--- src/rtl/cross_product_arbiter.sv ---
// cross_product_arbiter: round-robin arbiter with burst lock in front of a shared,
// pipelined signed cross-product engine. Results are returned tagged with the
// requester index.
// Optional build macro XPROD_FAST_EN: merges the difference and multiply stages.
// With the macro, latency is 2 cycles; without it, latency is 3 cycles.
module cross_product_arbiter #(
   parameter int unsigned NREQ = 4,
   parameter int unsigned CW   = 10,
   parameter int unsigned TAGW = 2
) (
   input  logic                   clk,
   input  logic                   reset,
   input  logic [NREQ-1:0]        req,
   input  logic [NREQ-1:0]        lock,
   input  logic [NREQ*6*CW-1:0]   opnd,
   output logic [NREQ-1:0]        gnt,
   output logic                   rsp_valid,
   output logic [TAGW-1:0]        rsp_id,
   output logic [2*CW+2:0]        rsp_data,
   output logic                   rsp_sign
);

   localparam int unsigned OW = 6 * CW;      // one requester's operand slice
   localparam int unsigned DW = CW + 1;      // signed coordinate difference
   localparam int unsigned PW = 2 * CW + 2;  // signed partial product
   localparam int unsigned RW = 2 * CW + 3;  // signed result

   typedef enum logic {ST_ARB, ST_LOCK} state_t;

   state_t          state_q, state_d;
   logic [TAGW-1:0] rr_ptr_q, rr_ptr_d;
   logic [TAGW-1:0] owner_q, owner_d;
   logic [TAGW-1:0] scan_idx;
   logic [TAGW-1:0] win_idx;
   logic            win_vld;

   // Unsigned-to-signed difference a - b, one bit wider than the coordinates
   function automatic logic signed [DW-1:0] sub_u(input logic [CW-1:0] a, input logic [CW-1:0] b);
      return $signed({1'b0, a}) - $signed({1'b0, b});
   endfunction

   // Arbiter state: mode, round-robin pointer and lock owner
   always_ff @(posedge clk or posedge reset) begin
      if (reset) begin
         state_q  <= ST_ARB;
         rr_ptr_q <= '0;
         owner_q  <= '0;
      end else begin
         state_q  <= state_d;
         rr_ptr_q <= rr_ptr_d;
         owner_q  <= owner_d;
      end
   end

   // Next-state and grant: keep a live lock owner, otherwise scan from rr_ptr
   always_comb begin
      state_d  = state_q;
      rr_ptr_d = rr_ptr_q;
      owner_d  = owner_q;
      gnt      = '0;
      win_vld  = 1'b0;
      win_idx  = '0;
      scan_idx = '0;
      if (state_q == ST_LOCK && req[owner_q] && lock[owner_q]) begin
         win_vld = 1'b1;
         win_idx = owner_q;
      end else begin
         state_d = ST_ARB;
         // Walk from the farthest offset down so the nearest request wins last
         for (int j = int'(NREQ) - 1; j >= 0; j--) begin
            scan_idx = TAGW'((int'(rr_ptr_q) + j) % int'(NREQ));
            if (req[scan_idx]) begin
               win_vld = 1'b1;
               win_idx = scan_idx;
            end
         end
         if (win_vld) begin
            rr_ptr_d = TAGW'((int'(win_idx) + 1) % int'(NREQ));
            if (lock[win_idx]) begin
               state_d = ST_LOCK;
               owner_d = win_idx;
            end
         end
      end
      if (win_vld && !reset) gnt[win_idx] = 1'b1;
   end

   logic [OW-1:0]          win_opnd;
   logic [CW-1:0]          ax, ay, bx, by, cx, cy;
   logic signed [DW-1:0]   dx1_c, dy2_c, dx2_c, dy1_c;

   assign win_opnd = opnd[win_idx*OW +: OW];
   assign ax = win_opnd[6*CW-1 -: CW];
   assign ay = win_opnd[5*CW-1 -: CW];
   assign bx = win_opnd[4*CW-1 -: CW];
   assign by = win_opnd[3*CW-1 -: CW];
   assign cx = win_opnd[2*CW-1 -: CW];
   assign cy = win_opnd[CW-1 -: CW];
   assign dx1_c = sub_u(bx, ax);
   assign dy2_c = sub_u(cy, ay);
   assign dx2_c = sub_u(cx, ax);
   assign dy1_c = sub_u(by, ay);

   // Operands feeding the multiply stage
   logic                 m_vld;
   logic [TAGW-1:0]      m_id;
   logic signed [DW-1:0] m_dx1, m_dy2, m_dx2, m_dy1;

`ifdef XPROD_FAST_EN
   assign m_vld = win_vld;
   assign m_id  = win_idx;
   assign m_dx1 = dx1_c;
   assign m_dy2 = dy2_c;
   assign m_dx2 = dx2_c;
   assign m_dy1 = dy1_c;
`else
   // Stage 1: capture the granted requester's coordinate differences
   always_ff @(posedge clk or posedge reset) begin
      if (reset) begin
         m_vld <= 1'b0;
         m_id  <= '0;
         m_dx1 <= '0;
         m_dy2 <= '0;
         m_dx2 <= '0;
         m_dy1 <= '0;
      end else begin
         m_vld <= win_vld;
         m_id  <= win_idx;
         m_dx1 <= dx1_c;
         m_dy2 <= dy2_c;
         m_dx2 <= dx2_c;
         m_dy1 <= dy1_c;
      end
   end
`endif

   logic                 p_vld;
   logic [TAGW-1:0]      p_id;
   logic signed [PW-1:0] p0, p1;
   logic signed [RW-1:0] res_c;

   // Multiply stage: both cross terms in parallel
   always_ff @(posedge clk or posedge reset) begin
      if (reset) begin
         p_vld <= 1'b0;
         p_id  <= '0;
         p0    <= '0;
         p1    <= '0;
      end else begin
         p_vld <= m_vld;
         p_id  <= m_id;
         p0    <= PW'(m_dx1) * PW'(m_dy2);
         p1    <= PW'(m_dx2) * PW'(m_dy1);
      end
   end

   assign res_c = RW'(p0) - RW'(p1);

   // Result stage: pulse valid, hold id/data between results
   always_ff @(posedge clk or posedge reset) begin
      if (reset) begin
         rsp_valid <= 1'b0;
         rsp_id    <= '0;
         rsp_data  <= '0;
         rsp_sign  <= 1'b0;
      end else begin
         rsp_valid <= p_vld;
         if (p_vld) begin
            rsp_id   <= p_id;
            rsp_data <= res_c;
            rsp_sign <= res_c[RW-1];
         end
      end
   end

endmodule

--- config.mk ---
export PLATFORM = sky130hd
export DESIGN_NAME = cross_product_arbiter
export DESIGN_NICKNAME = d
export VERILOG_FILES = /design/src/rtl/cross_product_arbiter.sv
export SDC_FILE = /design/constraint.sdc
export NUM_CORES = 1
export LEC_CHECK = 0
export BUFFER_PORTS_ARGS = -buffer_cell sky130_fd_sc_hd__buf_2
export CAP_MARGIN = 20
export CORE_UTILIZATION = 60
export DETAILED_ROUTE_END_ITERATION = 10
export PLACE_DENSITY = 0.81
export SKIP_LAST_GASP = 1
export SYNTH_ARGS = -nofsm -noshare
export SYNTH_HDL_FRONTEND = slang
export SYNTH_SLANG_ARGS = --single-unit
export TNS_END_PERCENT = 30
--- constraint.sdc ---
create_clock -name clk -period 9.4 [get_ports clk]
set_input_delay 1.88 -clock clk [delete_from_list [all_inputs] [get_ports clk]]
set_output_delay 1.88 -clock clk [all_outputs]
set_load 0.02 [all_outputs]
==> results of run 1 <==
[cells by family (layout without fill, tap and decap cells)]
group	count (synthesis)	after routing	synth area share
adder cells (fa/ha/maj)	395	395	0.388
flip-flops	125	125	0.180
AO/OA/AOI/OAI	307	307	0.128
multiplexers	29	29	0.0182
buffers and inverters	444	686	0.0981
AND/OR/NAND/NOR	517	517	0.138
other	0	4	0
XOR/XNOR	98	98	0.0495
[metrics by stage]
step	instance area [um2]	std cells	utilization	worst slack [ns]
3_3_place_gp	19000	2504	0.675	3.09
4_1_cts	19600	2535	0.697	3.32
6_report	19600	2539	0.697	3.24
2_1_floorplan	17400	1915	-	2.04
3_5_place_dp	19000	2504	0.675	3.03
5_1_grt	19600	2539	0.697	3.08
[cells in the final DEF, fill, tap and decap left out, types with 7 or more instances in the layout]
cell,instances
fa_1,239
inv_1,363
mux2_2,20
o21bai_1,8
a221o_1,42
a311oi_1,9
o21ai_0,40
buf_2,280
clkbuf_16,17
o21a_1,10
mux2i_1,9
xnor2_1,71
a221oi_1,14
buf_4,8
nand2b_1,18
a211oi_1,7
a221oi_2,12
nor3_1,19
nand2_1,274
xor2_1,27
a21o_1,19
a21oi_1,113
and2_1,102
dfrtp_1,125
nor2b_1,13
ha_1,156
nand3_1,7
nor2_1,57
[layer usage]
metal / part of all wire / global-route usage
met5: 0.00048 / 0
met4: 0.050 / 0.180
met3: 0.064 / 0.0570
met2: 0.51 / 0.626
met1: 0.37 / 0.412
[area by class of cell]
cell class,count,area [um2],share of cell area
Inverter,367,1380,0.0705
Tap cell,378,473,0.0242
Clock inverter,10,140,0.00716
Sequential cell,125,3130,0.160
Antenna cell,4,10.0,0.000511
Timing Repair Buffer,288,1460,0.0746
Clock buffer,21,460,0.0235
Multi-Input combinational cell,1346,12500,0.640
[flip-flops by register name, indices dropped and copies added, names as in the netlist]
register,count
rsp_data,23
rsp_id,2
m_id,2
rr_ptr_q,2
owner_q,2
m_dy1,11
p1,22
m_dx1,11
rsp_valid,1
m_vld,1
p_vld,1
p0,22
m_dy2,11
p_id,2
state_q,1
m_dx2,11
[critical path, cell delays in order]
cell and delay (ns):
buf_2 0.12, and3_1 0.17, o31ai_2 0.31, a31oi_4 0.11
o21ai_4 0.54, inv_2 0.11, nor2_4 0.10, buf_4 0.60
a221o_1 0.29, ha_1 0.15, inv_1 0.07, fa_1 0.45
a21o_1 0.20, a21oi_1 0.21, o21bai_1 0.11, a2111oi_0 0.55
nor2_1 0.16, a21o_1 0.22, a21oi_1 0.14
[worst min-delay path by stage]
stage / end / slack [ns] / cells after the start
floorplan: p_id[0] / 0.33 / 0
global placement: p_vld / 0.33 / 0
detailed placement: p_vld / 0.34 / 0
CTS: p_id[0] / 0.35 / 0
global route: p_id[1] / 0.35 / 0
finish: p_id[0] / 0.34 / 0
==> summary.md, run 1 <==
| Metric | Value |
|---|---|
| Core area | `roughly 28,000 um2` |
| Asr flop ratio synth | `1.00` |
| Reg2Reg Capture Point | `p0[21]` |
| Post-Route Skew | `between 0.015 and 0.02 ns` |
| Initial Utilization | `0.618` |
| Rows | `just over 60` |
| Setup crit end | `m_dy2[10]` |
| Clk root buf | `clkbuf_16` |
| Die ar. | `between 20,000 and 30,000 um2` |
| Cells resized by post-CTS repair | `0` |
| Synthesis-stage register bit count | `roughly 130` |
| Setup TNS | `0 ns` |
| Detailed Routing Iterations Pass 1 | `5` |
| CTS tree | `done` |
| Cell variety after synth | `63` |
| Post-Syn Area | `between 15,000 and 20,000 um2` |
| Overflow after GRT | `0` |
| Post-synthesis average cell area | `9.06 um2` |
| CTS Sinks | `~130` |
| Max-capacitance violation count | `0` |
| CP arrival | `6.51 ns` |
| GRT Total Usage | `0.353` |
| Synth area leader | `fa_1` |
| Synth Flop Type | `dfrtp_1` |
| Number of global-route vias before repair | `14,900` |
| Worst Reg-to-Reg Cells | `17` |
| FF-to-FF Start | `m_dx1[10]` |
| Dpl hpwl | `~41,000 um` |
| Postcts setup bufs | `0` |
| Synthesized instance count | `approximately 1,900` |
| Hold Crit Class | `register to register` |
| Fin. max-slew vios | `0` |
| DRC errors left | `0` |
| Die height | `roughly 170 um` |
| Leading post-synthesis cells by instance count | `364 x inv_1, 274 x nand2_1, 239 x fa_1` |
| Status | `finished clean` |
| Wire per inst | `a little under 20 um` |
| Clock transition at path regs | `around 0.060 ns` |
| Syn nets | `between 2,000 and 3,000` |
| Final antenna-violating net count | `0` |
| DIE WIDTH | `about 170 um` |
| Drt total wl | `roughly 50,000 um` |
| H-tree depth | `4` |
| Largest cells by area after synthesis | `fa_1 28%, dfrtp_1 18%, ha_1 11%, inv_1 7.9%, nand2_1 5.9%` |
| WS Path Type | `input pin to register` |
| Layout cell share with drive strength beyond 1 | `0.170` |
| Initial antenna violation count | `6` |
| Hold wc startpoint | `m_id[0]` |
| CP max FO | `64` |
| R2r setup slk | `between 3 and 4 ns` |
| Count leader, synth | `inv_1` |
| Clk Latency, worst-skew pair | `~0.42 ns` |
| Final period util | `0.656` |
| Tmin final | `between 6 and 7 ns` |
| Worst setup SP type | `input pin` |
| Min Hold Slack | `about 0.34 ns` |
| Nets | `approximately 2,800` |
| Placer congestion estimate | `between 1 and 1.5` |
| Num CTS Buffers | `17` |
| Final Setup Violations | `0` |
| RSZ-0062 raised after global routing | `no` |
| Clock Path Buffers | `2` |
| Critical path origin | `req[1]` |
| Iter 0 DRT Violations | `about 1,000` |
| Required @ worst endpoint | `9.74 ns` |
| EDFF count, synth | `0` |
| Crit. End Element | `register` |
| Fillcell total | `between 2,000 and 2,500` |
| Top-area cell type share of the netlist area | `0.276` |
| Hold_buf cts | `0` |
| Via count | `14,400` |
| I/O Buffers | `between 200 and 300` |
| Largest net degree at the start of global routing | `just under 80` |
| Yosys warns | `0` |
| First-pass GRT wire length | `~80,000 um` |
| IO Pins | `281` |
| Worst-margin pin slew | `slightly above 1 ns` |
| Area delta synth->final | `12.8%` |
| Max Fclk | `around 0.16 GHz` |
| Drt via density | `roughly 5.7` |
| Part of the Yosys area used for sequential elements | `0.180` |
| Final hold vios | `0` |
| Slew HR | `0.322` |
Power of run 1 is not shown: default switching activity piles up to over one toggle a cycle in this logic, so the estimate is an artifact.
==> run 2, diff against run 1 <==
- CORE_UTILIZATION: 60 -> 54
- PLACE_DENSITY: 0.81 -> 0.77
- clock period: 9.4 -> 5.4 ns (I/O delays scaled with it)
==> run 2 against run 1 <==
Clock-buffer cell count decreased by 2. Worst setup slack worse by 3.0 ns. Critical path depth shrank 1. First-iteration DRC count shrank 0.80%. Non-clock buffer count is 47 higher. Register-to-register slack worse by 3.4 ns. Wire length increased by 0.10%. Die area is 11% higher. Final cell count is 3.0% higher.
==> summary.md, run 2 (same netlist as run 1, synthesis figures left out) <==
| Metric | Value |
|---|---|
| Biggest regs | `rsp_data x23, p0 x22, p1 x22 (unchanged)` |
| Commonest non-fill, non-tap cells in the layout | `362 x inv_1, 280 x buf_2, 273 x nand2_1, 239 x fa_1, 156 x ha_1 (was 363 x inv_1, 280 x buf_2, 274 x nand2_1, 239 x fa_1, 156 x ha_1)` |
| Max reg flops | `23 (unchanged)` |
| Hold Crit Class | `register to register (unchanged)` |
| Final antenna-violating net count | `0 (unchanged)` |
| Worst Reg-to-Reg Cells | `18 (was 17)` |
| Detailed Routing Iterations Pass 1 | `5 (unchanged)` |
| I/O Buffers | `280 (unchanged)` |
| Die ar. | `32,900 um2 (was 29,600 um2)` |
| GRT Total Usage | `0.318 (was 0.353)` |
| Final hold vios | `0 (unchanged)` |
| Core area | `31,600 um2 (was 28,100 um2)` |
| Number of global-route vias before repair | `14,900 (about the same)` |
| DIE WIDTH | `181 um (was 172 um)` |
| H-tree depth | `4 (unchanged)` |
| Slowest-stage cell, CP | `fa_1 (was buf_4)` |
| Overflow after GRT | `0 (unchanged)` |
| Max Fclk | `just under 0.2 GHz` |
| IO Pins | `281 (unchanged)` |
| CP most frequent cell | `fa_1` |
| Fillcell total | `2,722 (was 2,207)` |
| Dpl hpwl | `43,300 um (was 41,300 um)` |
| Max-capacitance violation count | `0 (unchanged)` |
| Iter 0 DRT Violations | `989 (was 997)` |
| Num CTS Buffers | `17 (unchanged)` |
| Crit. End Element | `register (unchanged)` |
| Die height | `181 um (was 172 um)` |
| DRC errors left | `0 (unchanged)` |
| Clk Latency, worst-skew pair | `0.44 ns (was 0.42 ns)` |
| Largest net degree at the start of global routing | `71 (was 78)` |
| Area delta synth->final | `15.0% (was 12.8%)` |
| Clk root buf | `clkbuf_16 (unchanged)` |
| Largest Register | `rsp_data (unchanged)` |
| Area post-placement | `19,300 um2 (was 19,000 um2)` |
| CTS Sinks | `125 (unchanged)` |
| Fin. max-slew vios | `0 (unchanged)` |
| Min Hold Slack | `0.356 ns (was 0.342 ns)` |
| Rows | `65 (was 61)` |
| Final period util | `0.962` |
| CTS tree | `done (unchanged)` |
| Clock Path Buffers | `2 (unchanged)` |
| RSZ-0062 raised after global routing | `yes (was no)` |
| Final Setup Violations | `0 (unchanged)` |
| Layout cell share with drive strength beyond 1 | `0.192 (was 0.170)` |
| Initial Utilization | `0.550 (was 0.618)` |
| Clock transition at path regs | `0.06 ns (about the same)` |
| Hold depth | `0 (unchanged)` |
| Status | `finished clean (unchanged)` |
| Hold_buf cts | `0 (unchanged)` |
| FF-to-FF Start | `m_dx1[10] (unchanged)` |
| Cell area after layout | `20,000 um2 (was 19,600 um2)` |
| Worst setup SP type | `register (was input pin)` |
| R2r setup slk | `0.20 ns (was 3.56 ns)` |
| Worst-margin pin slew | `0.889 ns (was 1.02 ns)` |
| CP arrival | `5.52 ns (was 6.51 ns)` |
| Initial antenna violation count | `12 (was 6)` |
| Sink of the worst hold path | `p_id[1] (was p_id[0])` |
| Most common cell after layout, fill and taps aside | `inv_1 (unchanged)` |
| Drt via density | `5.41 (was 5.69)` |
| Reg2Reg Capture Point | `p0[21] (unchanged)` |
| Slew HR | `0.407 (was 0.322)` |
| Via count | `14,200 (was 14,400)` |
| Max stage delay on crit path | `0.60 ns (about the same)` |
| WS Path Type | `register to register (was input pin to register)` |
| Nets | `2,837 (was 2,790)` |
| Tmin final | `approximately 5.2 ns` |
| Required @ worst endpoint | `5.72 ns (was 9.74 ns)` |
| Placer congestion estimate | `1.07 (was 1.03)` |
| Drt total wl | `50,100 um (about the same)` |
| Cell Chain, Critical Path | `nand2_1 -> fa_1 -> inv_1 -> fa_1 -> fa_1 -> fa_1 -> inv_1 -> fa_1 -> inv_1 -> ha_1 -> and3_1 -> a2111oi_1 -> buf_4 -> nor3b_2 -> nor2_1 -> a21oi_1 -> o21ai_0 -> xnor2_1 (was buf_2 -> and3_1 -> o31ai_2 -> a31oi_4 -> o21ai_4 -> inv_2 -> nor2_4 -> buf_4 -> a221o_1 -> ha_1 -> inv_1 -> fa_1 -> a21o_1 -> a21oi_1 -> o21bai_1 -> a2111oi_0 -> nor2_1 -> a21o_1 -> a21oi_1)` |
| First-pass GRT wire length | `79,800 um (was 78,200 um)` |
| CP max FO | `7 (was 64)` |
| Post-Route Skew | `0.0117 ns (was 0.0152 ns)` |
| Wire per inst | `19.2 um (was 19.7 um)` |
| Hold wc startpoint | `m_id[1] (was m_id[0])` |
## run 2: cell count changes in the layout (fill, tap and decap cells not counted), moves of 2 or more
cell,delta
buf_4,+46
dfrtp_1,-5
dfrtp_2,+5
inv_6,+5
diode_2,+4
bufinv_16,-3
clkinvlp_4,+2
## run 2: final cells by class
| class | instances | area, um2 | area share |
|---|---|---|---|
| multi-input cells | 1346 | 12500 | 0.628 |
| flip-flops and latches | 125 | 3130 | 0.157 |
| repair buffers | 335 | 1830 | 0.0916 |
| inverters | 367 | 1380 | 0.0692 |
| well taps | 402 | 503 | 0.0252 |
| clock buffers | 19 | 443 | 0.0222 |
| clock inverters | 13 | 108 | 0.00539 |
| diodes | 8 | 20.0 | 0.00100 |
## run 2: critical path, delay by kind of cell, from the launching register on
kind	cells	cell delay, ns
simple gates	4	0.59
compound gates	3	0.62
buf+inv	4	0.38
xor+xnor	1	0.14
flops	1	0.43
fa+ha+maj	6	2.91
## run 2: routing by layer
metal / share of wire / vias to the layer above / wire (um) / track usage
li1: - / 6669 / - / -
met1: 0.41 / 6900 / 20500 / 0.398
met2: 0.49 / 482 / 24700 / 0.545
met3: 0.052 / 101 / 2630 / 0.0470
met4: 0.045 / 2 / 2280 / 0.144
met5: 0.00032 / - / 16 / 0
## run 2: worst max path at each step
stage	start	end	cells past startpoint	slack (ns)
floorplan	m_dy2[3]	p0[21]	18	0.08
finish	m_dx1[10]	p0[21]	18	0.20
detailed placement	m_dx1[10]	p0[21]	18	-0.05
global placement	m_dx1[10]	p0[21]	18	0.21
global route	m_dx1[10]	p0[21]	18	-0.08
CTS	m_dx1[10]	p0[21]	18	0.04
## run 2: what timing repair did
item,CTS,global route
setup buffers,0,3
gates resized for setup,1,9
setup endpoints to repair,1,7
## run 2: through the flow
step	setup slack, ns	setup TNS (ns)	cells	util
finish	0.203	0	2615	0.632
global route	-0.0794	-0.174	2614	0.632
CTS	0.0354	0	2604	0.631
detailed placement	-0.0495	-0.0495	2572	0.613
global placement	0.206	0	2572	0.613
floorplan	0.0763	0	1915	-
Power of run 2 is left out for the same reason.
